File: src/rtl/treasure_map_ctrl_if.sv
// Bundle between level sequencing / player logic and the treasure-layer
// controller. The master side drives load and collect requests; the slave
// side (the controller) returns the live map and status.
interface treasure_map_ctrl_if #(
    parameter int GRID_W = 12,
    parameter int GRID_H = 12,
    parameter int IDX_W  = 4,
    parameter int CNT_W  = $clog2(GRID_W*GRID_H+1)
);
    localparam int XW = $clog2(GRID_W);
    localparam int YW = $clog2(GRID_H);

    logic [IDX_W-1:0]         Map_Index;
    logic                     Load;
    logic                     Collect_Valid;
    logic [XW-1:0]            Collect_X;
    logic [YW-1:0]            Collect_Y;
    logic [GRID_W*GRID_H-1:0] Treasure_Map_Out;
    logic [CNT_W-1:0]         Remaining;
    logic                     Busy;
    logic                     Collect_Hit;
    logic                     All_Collected;
    logic [15:0]              Score;

    modport master (
        output Map_Index, Load, Collect_Valid, Collect_X, Collect_Y,
        input  Treasure_Map_Out, Remaining, Busy, Collect_Hit, All_Collected, Score
    );

    modport slave (
        input  Map_Index, Load, Collect_Valid, Collect_X, Collect_Y,
        output Treasure_Map_Out, Remaining, Busy, Collect_Hit, All_Collected, Score
    );
endinterface

File: src/rtl/treasure_map_ctrl.sv
// Treasure-layer controller: loads a generated treasure bitmap one row per
// clock, clears tiles as the player collects them and tracks the count left.
// Optional feature macro: TREASURE_SCORE_EN (16-bit saturating score counter;
// when undefined Score is tied to zero and no counter flops exist).
//
// state | meaning
// IDLE  | no map loaded since reset
// LOAD  | writing generated rows, one per clock
// READY | map live, collect requests accepted
module treasure_map_ctrl #(
    parameter int GRID_W = 12,
    parameter int GRID_H = 12,
    parameter int IDX_W  = 4,
    parameter int CNT_W  = $clog2(GRID_W*GRID_H+1)
) (
    input  logic                Clk,
    input  logic                Reset,
    treasure_map_ctrl_if.slave  bus
);
    localparam int MAP_W = GRID_W*GRID_H;
    localparam int BIT_W = $clog2(MAP_W);
    localparam int ROW_W = $clog2(GRID_H);

    typedef enum logic [1:0] {IDLE, LOAD, READY} state_t;

    state_t           state_q;
    logic [IDX_W-1:0] idx_q;
    logic [ROW_W-1:0] row_q;
    logic [MAP_W-1:0] map_q;
    logic [CNT_W-1:0] remain_q;
    logic             busy_q;
    logic             hit_q;

    logic              in_range;
    logic [BIT_W-1:0]  bit_idx;
    logic [BIT_W-1:0]  row_base;
    logic [GRID_W-1:0] row_bits;
    logic              start_load;
    logic              hit_d;

    // Base layout: treasures three tiles in from each corner, identical for
    // every map index.
    function automatic logic [GRID_W-1:0] gen_row(input logic [ROW_W-1:0] r);
        logic [GRID_W-1:0] row;
        row = '0;
        if (int'(r) == 3 || int'(r) == GRID_H-4) begin
            row[GRID_W-1-3] = 1'b1;
            row[3]          = 1'b1;
        end
        return row;
    endfunction

    // Tile addressing, row generation and request qualification.
    always_comb begin
        in_range   = (int'(bus.Collect_X) < GRID_W) && (int'(bus.Collect_Y) < GRID_H);
        bit_idx    = '0;
        if (in_range) begin
            bit_idx = BIT_W'((GRID_H-1-int'(bus.Collect_Y))*GRID_W + (GRID_W-1-int'(bus.Collect_X)));
        end
        row_base   = BIT_W'((GRID_H-1-int'(row_q))*GRID_W);
        row_bits   = gen_row(row_q);
        start_load = bus.Load && (state_q != LOAD);
        hit_d      = (state_q == READY) && bus.Collect_Valid && !bus.Load &&
                     in_range && map_q[bit_idx];
    end

    // Main FSM: load sequencing, tile clearing and registered status outputs.
    always_ff @(posedge Clk or posedge Reset) begin
        if (Reset) begin
            state_q  <= IDLE;
            idx_q    <= '0;
            row_q    <= '0;
            map_q    <= '0;
            remain_q <= '0;
            busy_q   <= 1'b0;
            hit_q    <= 1'b0;
        end else begin
            hit_q <= 1'b0;
            if (start_load) begin
                state_q  <= LOAD;
                idx_q    <= bus.Map_Index;
                row_q    <= '0;
                map_q    <= '0;
                remain_q <= '0;
                busy_q   <= 1'b1;
            end else if (state_q == LOAD) begin
                map_q[row_base +: GRID_W] <= row_bits;
                remain_q <= remain_q + CNT_W'($countones(row_bits));
                row_q    <= row_q + 1'b1;
                if (row_q == ROW_W'(GRID_H-1)) begin
                    state_q <= READY;
                    busy_q  <= 1'b0;
                end
            end else if (hit_d) begin
                map_q[bit_idx] <= 1'b0;
                remain_q       <= remain_q - 1'b1;
                hit_q          <= 1'b1;
            end
        end
    end

    // Map_Index is latched for future layout variants; the current generator
    // ignores it, so it is folded into a deliberately unused net.
    logic unused_idx;
    assign unused_idx = ^idx_q;

    assign bus.Treasure_Map_Out = map_q;
    assign bus.Remaining        = remain_q;
    assign bus.Busy             = busy_q;
    assign bus.Collect_Hit      = hit_q;
    assign bus.All_Collected    = (state_q == READY) && (remain_q == '0);

`ifdef TREASURE_SCORE_EN
    logic [15:0] score_q;

    // Score counts every hit, saturates, and survives reloads.
    always_ff @(posedge Clk or posedge Reset) begin
        if (Reset) begin
            score_q <= '0;
        end else if (hit_d && (score_q != 16'hFFFF)) begin
            score_q <= score_q + 16'd1;
        end
    end

    assign bus.Score = score_q;
`else
    assign bus.Score = 16'h0000;
`endif
endmodule
File: src/flat_wrapper.sv
// flat-port wrapper written by rule: the top's interface ports become plain ports
module treasure_map_ctrl_flat 
#(
    parameter int GRID_W = 12,
    parameter int GRID_H = 12,
    parameter int IDX_W  = 4,
    parameter int CNT_W  = $clog2(GRID_W*GRID_H+1)
)
  (Clk, Reset, bus_Map_Index, bus_Load, bus_Collect_Valid, bus_Collect_X, bus_Collect_Y, bus_Treasure_Map_Out, bus_Remaining, bus_Busy, bus_Collect_Hit, bus_All_Collected, bus_Score);
  treasure_map_ctrl_if #(.GRID_W(GRID_W), .GRID_H(GRID_H), .IDX_W(IDX_W), .CNT_W(CNT_W)) bus_i ();
  input  logic Clk;
  input  logic Reset;
  input wire logic [$bits(bus_i.Map_Index)-1:0] bus_Map_Index;
  input wire logic [$bits(bus_i.Load)-1:0] bus_Load;
  input wire logic [$bits(bus_i.Collect_Valid)-1:0] bus_Collect_Valid;
  input wire logic [$bits(bus_i.Collect_X)-1:0] bus_Collect_X;
  input wire logic [$bits(bus_i.Collect_Y)-1:0] bus_Collect_Y;
  output wire logic [$bits(bus_i.Treasure_Map_Out)-1:0] bus_Treasure_Map_Out;
  output wire logic [$bits(bus_i.Remaining)-1:0] bus_Remaining;
  output wire logic [$bits(bus_i.Busy)-1:0] bus_Busy;
  output wire logic [$bits(bus_i.Collect_Hit)-1:0] bus_Collect_Hit;
  output wire logic [$bits(bus_i.All_Collected)-1:0] bus_All_Collected;
  output wire logic [$bits(bus_i.Score)-1:0] bus_Score;
  assign bus_i.Map_Index = bus_Map_Index;
  assign bus_i.Load = bus_Load;
  assign bus_i.Collect_Valid = bus_Collect_Valid;
  assign bus_i.Collect_X = bus_Collect_X;
  assign bus_i.Collect_Y = bus_Collect_Y;
  assign bus_Treasure_Map_Out = bus_i.Treasure_Map_Out;
  assign bus_Remaining = bus_i.Remaining;
  assign bus_Busy = bus_i.Busy;
  assign bus_Collect_Hit = bus_i.Collect_Hit;
  assign bus_All_Collected = bus_i.All_Collected;
  assign bus_Score = bus_i.Score;
  treasure_map_ctrl #(.GRID_W(GRID_W), .GRID_H(GRID_H), .IDX_W(IDX_W), .CNT_W(CNT_W)) u_core (.Clk(Clk), .Reset(Reset), .bus(bus_i));
endmodule
File: config.mk
export PLATFORM = sky130hd
export DESIGN_NAME = treasure_map_ctrl_flat
export DESIGN_NICKNAME = d
export VERILOG_FILES = /design/src/rtl/treasure_map_ctrl_if.sv /design/src/rtl/treasure_map_ctrl.sv /design/src/flat_wrapper.sv
export SDC_FILE = /design/constraint.sdc
export NUM_CORES = 1
export LEC_CHECK = 0
export CORE_ASPECT_RATIO = 0.5
export CORE_MARGIN = 2
export CORE_UTILIZATION = 50
export DETAILED_ROUTE_END_ITERATION = 8
export GPL_TIMING_DRIVEN = 1
export PLACE_DENSITY = 0.76
export SYNTH_ARGS = -nofsm -noshare
export SYNTH_HDL_FRONTEND = slang
export SYNTH_SLANG_ARGS = --single-unit
File: constraint.sdc
create_clock -name Clk -period 7.86 [get_ports Clk]
set_input_delay 1.572 -clock Clk [delete_from_list [all_inputs] [get_ports Clk]]
set_output_delay 1.572 -clock Clk [all_outputs]
set_load 0.03 [all_outputs]
[Word-level counts from Yosys, hierarchy flattened]
Cells that the tools add are included.
Widths: inputs -> output; s select.
Word-level totals
  bits in registers: 160
  input port bits: 16
  output and inout port bits: 171
  logic and storage cells: 70
Cells by class
  add/subtract/negate cells: 9
  multiply operators: 2
  $lt $le $gt $ge: 4
  equal/unequal tests: 6
  shifts and indexed selects: 2
  muxes and demuxes: 24
  bitwise logic cells: 2
  reduce and logical (&&, ||, !) cells: 15
Operators with widths (count)
  $mux 144: 3
  $and 144x144->144: 1
  $bwmux 144: 1
  $not 144->144: 1
  $shift 12x10->144 const A: 1
  $shiftx 12x10->144: 1
  $mul 32x3->6 const B: 2
  $mux 8: 4
  $add 8x8->8: 2
  $sub 4x4->5 const A: 3
  $neg 8->10: 1
  $lt 8x9->1 const B: 1
  $mux 1: 9
  $bmux 1 s8: 1
  $demux 1 s8: 1
  $eq 4x4->1 const B: 2
  $ge 8x1->1 const B: 1
  $logic_and 1x1->1: 8
  $logic_not 8->1: 1
  $lt 4x4->1 const B: 2
  $mux 4: 2
  $sub 8x1->8 const B: 1
  $mux 2: 3
  $add 4x1->4 const B: 1
  10 further kinds: 11

[Depth between registers and ports, before layout]
  word-level depth: 13
  gate-level depth with buffers: 16
  gate-level depth less buffers: 14

[Worst setup path before layout]
Ideal clock, no wire load.
  kind: input-to-reg
  start: in bus_Collect_Y[2]
  end: reg u_core.remain_q[0] (netlist: u_core.bus.Remaining[0])
  library setup time: 127 ps
  data arrival time: 4917 ps
  data required time: 7733 ps
  setup slack: 2815 ps
  stages on the path: 14
  buffers on the path: 1
  cells stage by stage: inv_1 -> ha_1 -> xnor2_1 -> fa_1 -> ha_1 -> inv_1 -> a21oi_2 -> o211a_1 -> nor4_2 -> nor2_1 -> a211o_1 -> o21ai_2 -> buf_6 -> mux2_1
Between the ends
  longest elaborated chain between the ends: 8
  elaborated cells between the ends (all ways): 11
  classes of those cells: add/sub: 2; mul: 1; order compare: 1; mux: 3; reduce/logical: 4
Ends and longest elaborated chain
  start, declared: RTL line flat_wrapper.sv:17  | input wire logic [$bits(bus_i.Collect_Y)-1:0] bus_Collect_Y;
  $sub 4x4->5: RTL line treasure_map_ctrl.sv:58  | bit_idx = BIT_W'((GRID_H-1-int'(bus.Collect_Y))*GRID_W + (GRID_W-1-int'(bus.Collect_X)));
  $mul 32x3->6: RTL line treasure_map_ctrl.sv:58
  $add 8x8->8: RTL line treasure_map_ctrl.sv:58
  $mux 8: RTL line treasure_map_ctrl.sv:57  | if (in_range) begin
  $bmux 1 s8: RTL line treasure_map_ctrl.sv:64  | in_range && map_q[bit_idx];
  $mux 1 (implied by the code): RTL line treasure_map_ctrl.sv:64
  $logic_and 1x1->1 (*): RTL line treasure_map_ctrl.sv:64
  $reduce_bool 3->1 (no source line) (*)
  end signal, assigned: RTL line treasure_map_ctrl.sv:88  | remain_q <= remain_q + CNT_W'($countones(row_bits));
  end signal, assigned: RTL line treasure_map_ctrl.sv:96  | remain_q <= remain_q - 1'b1;
  end, declared: RTL line treasure_map_ctrl.sv:30  | logic [CNT_W-1:0] remain_q;
Mark *: on every way between the ends. The rest lies on a longest branch, timed or not. The select of a mux whose other input is x is not followed.
A chain may end at the register's enable or synchronous reset.

[Worst setup path in the final report]
  start: reg u_core.row_q[0]
  end: reg u_core.map_q[11] (netlist: u_core.bus.Treasure_Map_Out[11])
Between the ends
  longest elaborated chain between the ends: 7
  elaborated cells between the ends (all ways): 12
  classes of those cells: add/sub: 2; mul: 1; eq/ne: 2; shift: 2; mux: 4; reduce/logical: 1
Ends and longest elaborated chain
  start, declared: RTL line treasure_map_ctrl.sv:28  | logic [ROW_W-1:0] row_q;
  start signal, assigned: RTL line treasure_map_ctrl.sv:89  | row_q <= row_q + 1'b1;
  $sub 4x4->5, or another cell as far along: RTL line treasure_map_ctrl.sv:60  | row_base = BIT_W'((GRID_H-1-int'(row_q))*GRID_W);
  $mul 32x3->6 or $logic_or 1x1->1 (tied branches): RTL line treasure_map_ctrl.sv:60, treasure_map_ctrl.sv:46
  $neg 8->10 or $mux 1 (tied branches): RTL line treasure_map_ctrl.sv:87, treasure_map_ctrl.sv:46
  $shiftx 12x10->144 or $shift 12x10->144 (tied branches): RTL line treasure_map_ctrl.sv:87  | map_q[row_base +: GRID_W] <= row_bits;
  $bwmux 144 (*): RTL line treasure_map_ctrl.sv:87
  $mux 144 (*): RTL line treasure_map_ctrl.sv:86  | end else if (state_q == LOAD) begin
  $mux 144 (*): RTL line treasure_map_ctrl.sv:79  | if (start_load) begin
  end signal, assigned by index: RTL line treasure_map_ctrl.sv:87
  end, declared: RTL line treasure_map_ctrl.sv:29  | logic [MAP_W-1:0] map_q;
Mark *: on every way between the ends. The rest lies on a longest branch, timed or not.

==> summary.txt <==
Worst setup path
  • CP Launch Point: u_core.row_q[0]$_DFFE_PP0P_
  • Critical path fanouts, max: 27
  • Crit path capture: u_core.bus.Treasure_Map_Out[11]$_DFFE_PP0P_
  • Critical R2R Capture: u_core.bus.Treasure_Map_Out[11]$_DFFE_PP0P_
  • Most used cell along the critical path: ha_1
  • Crit path cell chain: clkinv_1 -> ha_1 -> ha_1 -> fa_1 -> inv_1 -> xnor2_4 -> buf_4 -> nand2_1 -> nor3_1 -> nor2_1 -> a21boi_0 -> a211oi_1 -> a21oi_1
  • Worst r2r src: u_core.row_q[0]$_DFFE_PP0P_
  • R2r worst-path depth: 13
  • Slowest stage delay, CP: 0.90 ns
  • Crit path buf inv count: 3
  • Crit path max-delay cell type: fa_1
  • Delay-heaviest family, CP: adder cells
  • CP Depth: 13
  • Data arrival, critical path: 6.51 ns
  • Critical path required time: 8.20 ns
  • Critical path class: reg2reg
  • Crit path launch type: register
  • Reg2reg setup slack: 1.68 ns
  • Critical path capture point type: register

Power
  • Clock share of power: between 10% and 20%
  • Sequential Power Share: 17.5%
  • Switching power: approximately 4.1 mW
  • PwrDens: 523.4 nW/um^2
  • Switching share of power: 57.82%
  • P_leak: 5.711 nW
  • Internal: 2.989 mW
  • Peak supply drop: 588.8 uV
  • Comb pwr share: 68.4%
  • Total power: 7.088 mW

Global routing
  • Vias in the first global route: about 11000
  • Initial antenna violation count: 0
  • Largest net degree at the start of global routing: 98
  • First-pass GRT wire length: 71990 um
  • Grt total ovfl: 0
  • Gr usage total: 42.42%

STA
  • RSZ-0062 raised after global routing: no
  • Final Hold Fails: 0
  • Worst-Margin Slew: roughly 1.4 ns
  • Setup TNS: 0 ns
  • Final Cycle Share: about four fifths
  • Final max-slew violation count: 0
  • Worst Skew: 0.01308 ns
  • Endpoints failing setup: 0
  • Max Freq: 161.9 MHz
  • WHS: about 0.53 ns
  • Min Tclk post-route: roughly 6 ns
  • Slew headroom: roughly 4.3%
  • Setup WS post-layout: 1.682 ns

Synth
  • Dominant cells by area after synthesis: dfrtp_1, a21oi_1, o31a_1, ha_1, nor2_1
  • Distinct cells, synth: 81
  • Avg Cell Area, Syn: approximately 8.5 sq um
  • Post-synthesis cell area: 10910 sq um
  • Register area share after synthesis: 36.47%
  • Leading area contributor after synthesis: dfrtp_1
  • Post-synth ARST share: 100.0%
  • Syn. warnings: 0
  • Main synth FF type: dfrtp_1
  • Number of synthesized flops with an enable pin: 0
  • Post-synthesis instance total: around 1300
  • Share of the synthesized area in the top cell type: 36.47%
  • Synth Register Bits: around 160

Drt
  • Via Count: approximately 12000
  • Routed WL per cell: ~29 um
  • # DRC: 0
  • Drt first pass iters: 7
  • Final wirelength: 49200 um
  • ANT nets after route: 0
  • Initial DRC count: roughly 2200
  • DR vias/cell: ~7.0

Die
  • I/O pin cnt: 187
  • Die Span Y: 108.5 um
  • Row count: 38
  • Initial Util: 50.66%
  • Core area: around 22000 sq um
  • Die Wd: approximately 210 um
  • Die area: roughly 23000 sq um

Layout
  • Fin cells: 1723
  • Antenna cells: 0
  • Area of the multi-input gates: around 6400 sq um
  • Layout area overhead: 24.12%
  • Ratio of cells with drive above 1 in the final layout: ~8.9%
  • FILL cells: around 1800
  • Nets: about 1500
  • Register area: 3979 sq um

CTS
  • CTS Sinks: roughly 160
  • Clock H-tree levels: 4
  • Num CTS Buffers: 17
  • Cts hold-fix bufs: 0
  • Post-CTS Setup Inserts: 0
  • Clock Latency Late Sink: 0.46 ns
  • CTS Buffer Depth: 2
  • CTS tree: done
  • Post-CTS Resized: 0
  • Worst-path clk slew: 0.07 ns
  • Root buf cell: clkbuf_16

Placement
  • IO buf count: 166
  • Worst slack, placed: 1.548 ns
  • Hpwl dp: approximately 35000 um
  • Routability cong.: 1.007
  • Dpl cells: 1691

Job
  • Max Cap Viol: 0

Outcome
  • Status: finished clean

Min path
  • Hold crit path type: reg2reg
==> per-layer routing <==
metal	up-vias	GRT usage (%)	part of all wire (%)
met5	-	0	0
met4	0	13.64	3.1
met3	164	23.76	18
met2	1041	56.03	39
met1	5843	57.63	40
li1	5064	-	-
==> cell usage after synthesis, types with 7 or more instances <==
library cell and instances:
o21ai_0 39, clkbuf_1 63, dfrtp_1 159, a21o_1 7
a21oi_1 280, nor2_1 94, a211oi_1 23, a2bb2oi_1 12
nand3_1 16, mux2_2 18, o22ai_1 15, a311oi_1 12
inv_1 20, nand2_1 55, nand4_1 7, mux2i_1 20
and3_1 9, buf_2 18, nor3b_1 7, nand2b_1 8
a31oi_1 27, buf_4 30, xnor2_1 11, and2_1 8
nor2b_1 25, nor4_1 28, nor3_1 59, o31a_1 74
ha_1 31
==> worst min path at each step <==
stage / start / to / slack, ns / depth (start not counted)
finish: u_core.bus.Treasure_Map_Out[2]$_DFFE_PP0P_ / u_core.bus.Treasure_Map_Out[2]$_DFFE_PP0P_ / 0.53 / 1
global route: u_core.bus.Treasure_Map_Out[102]$_DFFE_PP0P_ / u_core.bus.Treasure_Map_Out[102]$_DFFE_PP0P_ / 0.55 / 1
CTS: u_core.bus.Treasure_Map_Out[78]$_DFFE_PP0P_ / u_core.bus.Treasure_Map_Out[78]$_DFFE_PP0P_ / 0.52 / 1
detailed placement: u_core.bus.Treasure_Map_Out[78]$_DFFE_PP0P_ / u_core.bus.Treasure_Map_Out[78]$_DFFE_PP0P_ / 0.51 / 1
global placement: u_core.bus.Treasure_Map_Out[89]$_DFFE_PP0P_ / u_core.bus.Treasure_Map_Out[89]$_DFFE_PP0P_ / 0.51 / 1
floorplan: u_core.row_q[3]$_DFFE_PP0P_ / u_core.row_q[3]$_DFFE_PP0P_ / 0.52 / 1
==> layout by cell type (no fill, tap or decap), drive strengths merged, types with 6 or more instances in the layout <==
cell type / n
nand2: 55
a2bb2oi: 12
nand3: 16
conb: 16
nor4: 30
nor2: 96
a31oi: 27
inv: 22
nor3: 60
nor3b: 7
dfrtp: 159
mux2i: 20
o21ai: 42
a211oi: 25
nor2b: 25
o22ai: 15
mux2: 19
clkbuf: 19
bufinv: 6
buf: 49
a311oi: 12
and3: 9
ha: 31
a21oi: 282
and2: 9
xnor2: 11
nand2b: 8
o31a: 74
nand4: 7
a21o: 7
clkdlybuf4s50: 165
==> power groups by stage <==
stage / registers, mW / clock network (mW) / logic (mW)
after floorplan: 1.46 / 0 / 2.63
after global placement: 1.24 / 0 / 4.50
after detailed placement: 1.24 / 0 / 4.59
after global routing: 1.25 / 1.02 / 5.07
after CTS: 1.23 / 0.987 / 4.61
final: 1.24 / 0.999 / 4.85
==> kinds of logic after synthesis <==
logic type | count (synthesis) | share of synthesized area (%)
flops | 159 | 36.47
other cells | 1 | 0.03437
xor+xnor | 16 | 1.284
simple gates | 342 | 15.84
fa+ha+maj | 35 | 4.289
buf+inv | 142 | 6.399
mux | 40 | 4.002
compound gates | 547 | 31.69
==> final cells by class <==
| class | count | share of cell area [%] |
|---|---|---|
| timing repair buffer | 214 | 15.17 |
| clock inverter | 13 | 1.728 |
| clock buffer | 19 | 3.345 |
| multi-input combinational | 996 | 46.96 |
| sequential | 159 | 29.38 |
| tap | 300 | 2.772 |
| inverter | 22 | 0.6468 |
==> per-stage QoR <==
stage / cell area [sq um] / utilization, %
after floorplan: 10970 / -
after global placement: 12850 / 59.68
after detailed placement: 12850 / 59.68
after CTS: 13540 / 62.87
after global routing: 13540 / 62.87
final: 13540 / 62.87
==> registers in the layout (all words and copies together), names as in the netlist <==
name / cells
u_core.row_q: 4
u_core.bus.Collect_Hit: 1
u_core.state_q: 2
u_core.bus.Treasure_Map_Out: 144
u_core.bus.Remaining: 8
Note: power is estimated with default switching activity, not from simulation.
